`config.mk`:
```
export PLATFORM = sky130hd
export DESIGN_NAME = mem_stage
export DESIGN_NICKNAME = d
export VERILOG_FILES = /design/src/rtl/mem_stage.sv
export SDC_FILE = /design/constraint.sdc
export NUM_CORES = 1
export LEC_CHECK = 0
export CELL_PAD_IN_SITES_DETAIL_PLACEMENT = 1
export CELL_PAD_IN_SITES_GLOBAL_PLACEMENT = 1
export CORE_MARGIN = 2
export CORE_UTILIZATION = 39
export CTS_CLUSTER_SIZE = 10
export DETAILED_ROUTE_END_ITERATION = 10
export DONT_BUFFER_PORTS = 1
export MAX_ROUTING_LAYER = met4
export PLACE_DENSITY_LB_ADDON = 0.15
export SYNTH_ARGS = -nofsm -noshare
export SYNTH_HDL_FRONTEND = slang
export SYNTH_SLANG_ARGS = --single-unit
```
`constraint.sdc`:
```
create_clock -name clk -period 4.5 [get_ports clk]
set_input_delay 1.125 -clock clk [delete_from_list [all_inputs] [get_ports clk]]
set_output_delay 1.125 -clock clk [all_outputs]
set_load 0.01 [all_outputs]
```
`src/rtl/mem_stage.sv`:
```
// Memory-access stage between EX and WB: forwards ALU results, runs a req/ack data-memory
// port for loads and stores, and registers every result toward WB.
module mem_stage #(
   parameter int XLEN = 64
) (
   input  logic              clk,
   input  logic              rst_n,
   input  logic              valid_i,
   output logic              ready_o,
   input  logic [XLEN-1:0]   aluout_i,
   input  logic [XLEN-1:0]   store_data_i,
   input  logic              load_i,
   input  logic              store_i,
   input  logic [2:0]        funct3_i,
   input  logic              rf_wen_i,
   input  logic [4:0]        rf_rd_i,
   input  logic [63:0]       pc_i,
   input  logic              exit_i,
   output logic              dmem_req_o,
   output logic              dmem_we_o,
   output logic [XLEN-1:0]   dmem_addr_o,
   output logic [XLEN-1:0]   dmem_wdata_o,
   output logic [XLEN/8-1:0] dmem_wstrb_o,
   input  logic              dmem_ack_i,
   input  logic [XLEN-1:0]   dmem_rdata_i,
   output logic              wb_valid_o,
   output logic              rf_wen_o,
   output logic [4:0]        rf_rd_o,
   output logic [XLEN-1:0]   rf_wdata_o,
   output logic [63:0]       pc_o,
   output logic              exit_o,
   output logic              misalign_o
);
   localparam int NB = XLEN / 8;
   localparam int OW = $clog2(NB);

   typedef enum logic {IDLE, WAIT} state_t;

   state_t            state_q, state_d;
   logic              req_q, req_d;
   logic              we_q, we_d;
   logic [XLEN-1:0]   addr_q, addr_d;
   logic [XLEN-1:0]   wdata_q, wdata_d;
   logic [NB-1:0]     wstrb_q, wstrb_d;
   logic              wb_valid_q, wb_valid_d;
   logic              rf_wen_q, rf_wen_d;
   logic [4:0]        rd_q, rd_d;
   logic [XLEN-1:0]   rf_wdata_q, rf_wdata_d;
   logic [63:0]       pc_q, pc_d;
   logic              exit_q, exit_d;
   logic              misalign_q, misalign_d;
   logic              is_load_q, is_load_d;
   logic              lat_wen_q, lat_wen_d;
   logic [4:0]        lat_rd_q, lat_rd_d;
   logic [63:0]       lat_pc_q, lat_pc_d;
   logic              lat_exit_q, lat_exit_d;
   logic [2:0]        lat_f3_q, lat_f3_d;
   logic [OW-1:0]     lat_off_q, lat_off_d;

   // Decode of the instruction presented by EX
   logic [OW-1:0]   off_in;
   logic [3:0]      size_bytes;
   logic [2:0]      lane_mask;
   logic            misaligned;
   logic            illegal;
   logic [15:0]     strb_wide;
   logic [XLEN-1:0] st_rep;

   assign off_in     = aluout_i[OW-1:0];
   assign size_bytes = 4'd1 << funct3_i[1:0];
   assign lane_mask  = 3'(size_bytes - 4'd1);
   assign misaligned = |(off_in & OW'(lane_mask));
   assign illegal    = (funct3_i == 3'b111)
                    || ((XLEN == 32) && (funct3_i == 3'b011 || funct3_i == 3'b110))
                    || (store_i && (funct3_i == 3'b011 || funct3_i[2]));
   assign strb_wide  = ((16'd1 << size_bytes) - 16'd1) << off_in;

   for (genvar gi = 0; gi < NB; gi++) begin : g_lane
      assign st_rep[8*gi +: 8] = store_data_i[8*(gi & int'(lane_mask)) +: 8];
   end

   // Load path: shift the addressed lane down, then extend from the top bit of the access size
   logic [XLEN-1:0] ld_shift, ld_mask, ld_top, ld_val;
   logic [6:0]      ld_bits;
   logic            ld_neg;

   assign ld_shift = dmem_rdata_i >> {lat_off_q, 3'b000};
   assign ld_bits  = 7'd8 << lat_f3_q[1:0];
   assign ld_mask  = ~({XLEN{1'b1}} << ld_bits);
   assign ld_top   = ld_mask ^ (ld_mask >> 1);
   assign ld_neg   = ~lat_f3_q[2] & (|(ld_shift & ld_top));
   assign ld_val   = ld_neg ? (ld_shift | ~ld_mask) : (ld_shift & ld_mask);

   always_comb begin
      state_d    = state_q;
      req_d      = req_q;
      we_d       = we_q;
      addr_d     = addr_q;
      wdata_d    = wdata_q;
      wstrb_d    = wstrb_q;
      wb_valid_d = 1'b0;
      rf_wen_d   = rf_wen_q;
      rd_d       = rd_q;
      rf_wdata_d = rf_wdata_q;
      pc_d       = pc_q;
      exit_d     = exit_q;
      misalign_d = misalign_q;
      is_load_d  = is_load_q;
      lat_wen_d  = lat_wen_q;
      lat_rd_d   = lat_rd_q;
      lat_pc_d   = lat_pc_q;
      lat_exit_d = lat_exit_q;
      lat_f3_d   = lat_f3_q;
      lat_off_d  = lat_off_q;
      case (state_q)
         IDLE: begin
            if (valid_i) begin
               if (!(load_i || store_i) || misaligned || illegal) begin
                  wb_valid_d = 1'b1;
                  rf_wen_d   = rf_wen_i && !(load_i || store_i);
                  rd_d       = rf_rd_i;
                  rf_wdata_d = aluout_i;
                  pc_d       = pc_i;
                  exit_d     = exit_i;
                  misalign_d = load_i || store_i;
               end else begin
                  state_d    = WAIT;
                  req_d      = 1'b1;
                  we_d       = store_i;
                  addr_d     = {aluout_i[XLEN-1:OW], {OW{1'b0}}};
                  wdata_d    = store_i ? st_rep : '0;
                  wstrb_d    = store_i ? strb_wide[NB-1:0] : '0;
                  is_load_d  = load_i;
                  lat_wen_d  = rf_wen_i;
                  lat_rd_d   = rf_rd_i;
                  lat_pc_d   = pc_i;
                  lat_exit_d = exit_i;
                  lat_f3_d   = funct3_i;
                  lat_off_d  = off_in;
               end
            end
         end
         WAIT: begin
            if (dmem_ack_i) begin
               state_d    = IDLE;
               req_d      = 1'b0;
               we_d       = 1'b0;
               wstrb_d    = '0;
               wb_valid_d = 1'b1;
               rf_wen_d   = is_load_q && lat_wen_q;
               rd_d       = lat_rd_q;
               rf_wdata_d = is_load_q ? ld_val : '0;
               pc_d       = lat_pc_q;
               exit_d     = lat_exit_q;
               misalign_d = 1'b0;
            end
         end
         default: state_d = IDLE;
      endcase
   end

   always_ff @(posedge clk or negedge rst_n) begin
      if (!rst_n) begin
         state_q    <= IDLE;
         req_q      <= 1'b0;
         we_q       <= 1'b0;
         addr_q     <= '0;
         wdata_q    <= '0;
         wstrb_q    <= '0;
         wb_valid_q <= 1'b0;
         rf_wen_q   <= 1'b0;
         rd_q       <= '0;
         rf_wdata_q <= '0;
         pc_q       <= '0;
         exit_q     <= 1'b0;
         misalign_q <= 1'b0;
         is_load_q  <= 1'b0;
         lat_wen_q  <= 1'b0;
         lat_rd_q   <= '0;
         lat_pc_q   <= '0;
         lat_exit_q <= 1'b0;
         lat_f3_q   <= '0;
         lat_off_q  <= '0;
      end else begin
         state_q    <= state_d;
         req_q      <= req_d;
         we_q       <= we_d;
         addr_q     <= addr_d;
         wdata_q    <= wdata_d;
         wstrb_q    <= wstrb_d;
         wb_valid_q <= wb_valid_d;
         rf_wen_q   <= rf_wen_d;
         rd_q       <= rd_d;
         rf_wdata_q <= rf_wdata_d;
         pc_q       <= pc_d;
         exit_q     <= exit_d;
         misalign_q <= misalign_d;
         is_load_q  <= is_load_d;
         lat_wen_q  <= lat_wen_d;
         lat_rd_q   <= lat_rd_d;
         lat_pc_q   <= lat_pc_d;
         lat_exit_q <= lat_exit_d;
         lat_f3_q   <= lat_f3_d;
         lat_off_q  <= lat_off_d;
      end
   end

   assign ready_o      = (state_q == IDLE);
   assign dmem_req_o   = req_q;
   assign dmem_we_o    = we_q;
   assign dmem_addr_o  = addr_q;
   assign dmem_wdata_o = wdata_q;
   assign dmem_wstrb_o = wstrb_q;
   assign wb_valid_o   = wb_valid_q;
   assign rf_wen_o     = rf_wen_q;
   assign rf_rd_o      = rd_q;
   assign rf_wdata_o   = rf_wdata_q;
   assign pc_o         = pc_q;
   assign exit_o       = exit_q;
   assign misalign_o   = misalign_q;
endmodule

```
==> results.md <==
- The most common cell in the netlist is nand2_1.
- The number of gates resized after CTS was 0.
- By area the synthesized netlist is led by dfrtp_1 52%, nand2_1 12%, mux2i_1 6.8%, a21oi_1 3.5%, nor2_1 3.2%.
- Setup repair after global routing left no endpoint under its margin.
- The first detailed-routing pass took 5 iterations.
- After layout, the minimum clock period comes to ~3.2 ns.
- The wire length per cell is 25.69 um.
- The number of max-slew violations in the final report is 0.
- STA classifies the critical path startpoint as a flop.
- The largest stage delay on the critical path is around 0.75 ns.
- The first global-routing pass estimated 87.49 mm of wire.
- For the worst-skew pair, the clock arrives at the later sink with an insertion delay of 0.58 ns.
- Clock-pin slew was measured on the worst setup and hold paths at roughly 0.060 ns.
- The number of nets in the layout is 2,005.
- Setup violations remaining at the end of the flow were counted as 0.
- The number of distinct library cells after synthesis is 53.
- The combinational power share is about a fifth.
- The total area inside the core boundary comes to between 40,000 and 50,000 um^2.
- The global routing usage summed across all routing layers is 26.74%.
- Of the total power, the share spent switching nets is 35.44%.
- The total negative setup slack is 0 ns.
- The congestion estimate from routability-driven global placement came to ~0.86.
- The maximum number of buffers from clock root to sink is 3.
- The die is 211.1 um wide.
- Broken down by cell family, the worst path's largest delay share belongs to compound AO/OA/AOI/OAI gates.
- Global routing finished with a remaining overflow of 0.
- Of all cell types, the one taking the most synthesized area is dfrtp_1.
- The final number of hold-violating endpoints was 0.
- The vertical die dimension is 211.1 um.
- The setup slack after placement is 0.9965 ns.
- Total power for the finished layout comes to ~10 mW.
- In the final layout, the multi-input gates occupy a little over 7000 um^2.
- The category of the critical setup timing path is reg2reg.
- At the worst endpoint, the required time is 4.90 ns.
- In this run the power spent charging and discharging nets is 3.624 mW.
- The data arrival at the endpoint of the critical path is ~3.6 ns.
- The library cell contributing the largest single delay on the critical path is o21ai_4.
- The signal on the critical path passes through nor2b_1 -> a22oi_1 -> o221ai_1 -> o31ai_1 -> o21ai_4 -> o22ai_1.
- TritonCTS created 42 clock buffers.
- Clock tree synthesis found a total of 351 sinks.
- The synthesized design devotes to its leading area cell type 52.49% of total area.
- The via count is 13,040.
- The clock tree from TritonCTS is done.
- The flow ran to the end, and the final reports show no timing, DRC or antenna violations.
- In this run, synthesis produced a sequential element count of 351.
- The post-detailed-route via-to-cell ratio is approximately 5.7.
- Dividing total power by cell area gives a power density of 566.6 nW/um^2.
- The number of remaining DRC errors is 0.
- The count of buffers inserted at the top-level ports is 0.
- The initial antenna violation count is 1.
- CTS placed an instance of clkbuf_16 at the clock tree root.
- Once detail routing completed, the nets flagged for antenna violations numbered 0.
- The number of logic stages on the critical path including buffering is 6.
- The area growth from synthesis to layout is 7.844%.
- The starting density of the core is 39.71%.
- The via count of the first global-routing pass is 13,750.
- The maximum clock rate is 308.7 MHz.
- In this run the cell area measured after placement is 16,850 um^2.
- The number of enable-type register cells in the synthesized netlist is 0.
- The transition at the pin with the smallest max-transition slack is 1.140 ns.
- In this run the tightest slew margin relative to its limit is roughly a quarter.
- The post-synthesis cell area is 16,730 um^2.
- Sorting the synthesized cells by how often they occur yields 547 x nand2_1, 351 x dfrtp_1, 144 x nor2_1.
- The worst setup slack after layout is around 1.3 ns.
- The worst hold path belongs to the class in2async.
- The sum of net half-perimeters after detailed placement is 41.46 mm.
- The kind of end point of the critical path is a flop.
- The detailed router finished its first iteration with 985 violations.
- Post-CTS timing repair inserted 0 buffers for setup.
- The most used flip-flop cell after synthesis is dfrtp_1.
- The number of levels the H-tree was split into is 2.
- The part of the cycle the worst path needs is 72.00%.
- The pin count of the biggest net entering global routing is 352.
- Sequential cells account for 49.7% of the total power.
- The share of final-layout standard cells stronger than drive strength 1 is under 10%.
- Measured in cells, the most critical reg-to-reg path has a length of 6.
- The cell internal power dissipation is 6.600 mW.
- During synthesis, Yosys emitted a total of 0 warnings.
- The total leakage power is approximately 8.6 nW.
- IR analysis of the VDD net gives a maximum drop of ~0.00023 V.
- After synthesis, the share of flip-flops with an asynchronous set or reset is 100.0%.
- The finished cells cover 18,050 um^2.
- The number of hold-repair buffers added at the cts stage is 0.
- The cell count after synthesis is ~1,800.
- The aggregate routed wire length is 58.74 mm.
- The die covers 44,580 um^2.
- The mean cell area of the mapped netlist is a little over 9 um^2.
- The I/O pin total is roughly 550.
- The clock share of power is a little under a third.
- Summing the sequential cell areas from Yosys gives 52.49% of the chip area.
- The total area of sequential cells is 8791 um^2.
- The number of maximum-capacitance constraint violations is 0.
- The setup clock skew after layout is 0.02110 ns.
- The largest fanout of any net on the critical path is 32.
- The number of rows created at floorplan is 75.
- The number of filler cells placed in the layout is 4,769.
- The number of buffers and inverters on the critical path is 0.
[power groups by stage]
stage | clock (mW) | sequential [mW] | combinational [mW]
after floorplan | 0 | 4.74 | 1.71
after global placement | 0 | 5.12 | 1.97
after detailed placement | 0 | 5.14 | 2.05
after CTS | 3.18 | 5.10 | 2.07
after global routing | 3.30 | 5.19 | 2.33
final | 3.09 | 5.08 | 2.05
[per-layer routing]
metal	track usage [%]	vias up	wire length, um	part of all wire [%]
li1	-	5960	-	-
met1	32.02	6555	23780	40
met2	41.83	437	27490	47
met3	10.18	86	5699	9.7
met4	8.208	0	1764	3.0
met5	-	-	0	0
[cells in the final DEF, fill, tap and decap left out, drive strengths merged, types with 4 or more instances in the layout]
master  instances
a211oi         24
a21o           61
a21oi         116
a221o          12
buf            14
clkbuf         52
dfrtp         351
inv            16
mux2           19
mux2i         114
mux4           15
nand2         547
nand3          21
nor2          144
nor2b           5
nor3           16
o211ai          5
o21a            7
o21ai         116
o221ai          4
o22ai          52
[final timing paths]
kind / end / slack (ns) / startpoint
hold reg to reg: lat_pc_q[35]$_DFFE_PN0P_ / 0.47 / lat_pc_q[35]$_DFFE_PN0P_
setup / recovery: rf_wdata_o[59]$_DFFE_PN0P_ / 1.26 / lat_off_q[2]$_DFFE_PN0P_
min in group clk: lat_pc_q[35]$_DFFE_PN0P_ / 0.47 / lat_pc_q[35]$_DFFE_PN0P_
hold / removal: pc_o[12]$_DFFE_PN0P_ / 0.26 / rst_n
max in group asynchronous: state_q$_DFF_PN0_ / 3.50 / rst_n
setup reg to reg: rf_wdata_o[59]$_DFFE_PN0P_ / 1.26 / lat_off_q[2]$_DFFE_PN0P_
[per-stage QoR]
| stage | cells | util (%) | hold slack, ns |
|---|---|---|---|
| 2_1_floorplan | 1814 | - | 0.4454 |
| 3_3_place_gp | 2228 | 40.00 | 0.4574 |
| 3_5_place_dp | 2228 | 40.00 | 0.4631 |
| 4_1_cts | 2285 | 42.82 | 0.2243 |
| 5_1_grt | 2286 | 42.83 | 0.2182 |
| 6_report | 2286 | 42.83 | 0.2552 |
[worst reg2reg max path, delay by kind of cell (launching register included)]
kind / cells / cell delay [ns]
AO/OA/AOI/OAI: 5 / 1.77
flip-flops: 1 / 0.61
AND/OR/NAND/NOR: 1 / 0.69
[layout make-up]
class	count	share of cell area [%]
timing repair buffer	14	0.7904
multi-input combinational	1309	39.83
tap	539	3.737
antenna	1	0.01387
inverter	15	0.3259
clock inverter	5	0.3813
sequential	351	48.71
clock buffer	52	6.205
[cell families (layout without fill, tap and decap cells)]
family | count (synthesis) | count (layout) | share of synthesized area, %
and+or+nand+nor | 740 | 740 | 17.10
AOI/OAI and AO/OA | 417 | 417 | 15.52
DFF | 351 | 351 | 52.49
buffers and inverters | 154 | 86 | 4.696
muxes | 148 | 148 | 10.12
other | 1 | 4 | 0.02241
xor gates and xnor gates | 1 | 1 | 0.05235
[registers in the layout, indices dropped and copies added, names as in the netlist, 3 cells and up]
name          cells
lat_off_q         3
lat_f3_q          3
lat_pc_q         64
dmem_wdata_o     64
rf_wdata_o       64
rf_rd_o           5
dmem_addr_o      61
lat_rd_q          5
pc_o             64
dmem_wstrb_o      8
No activity file was read; power rests on OpenSTA's default activity.
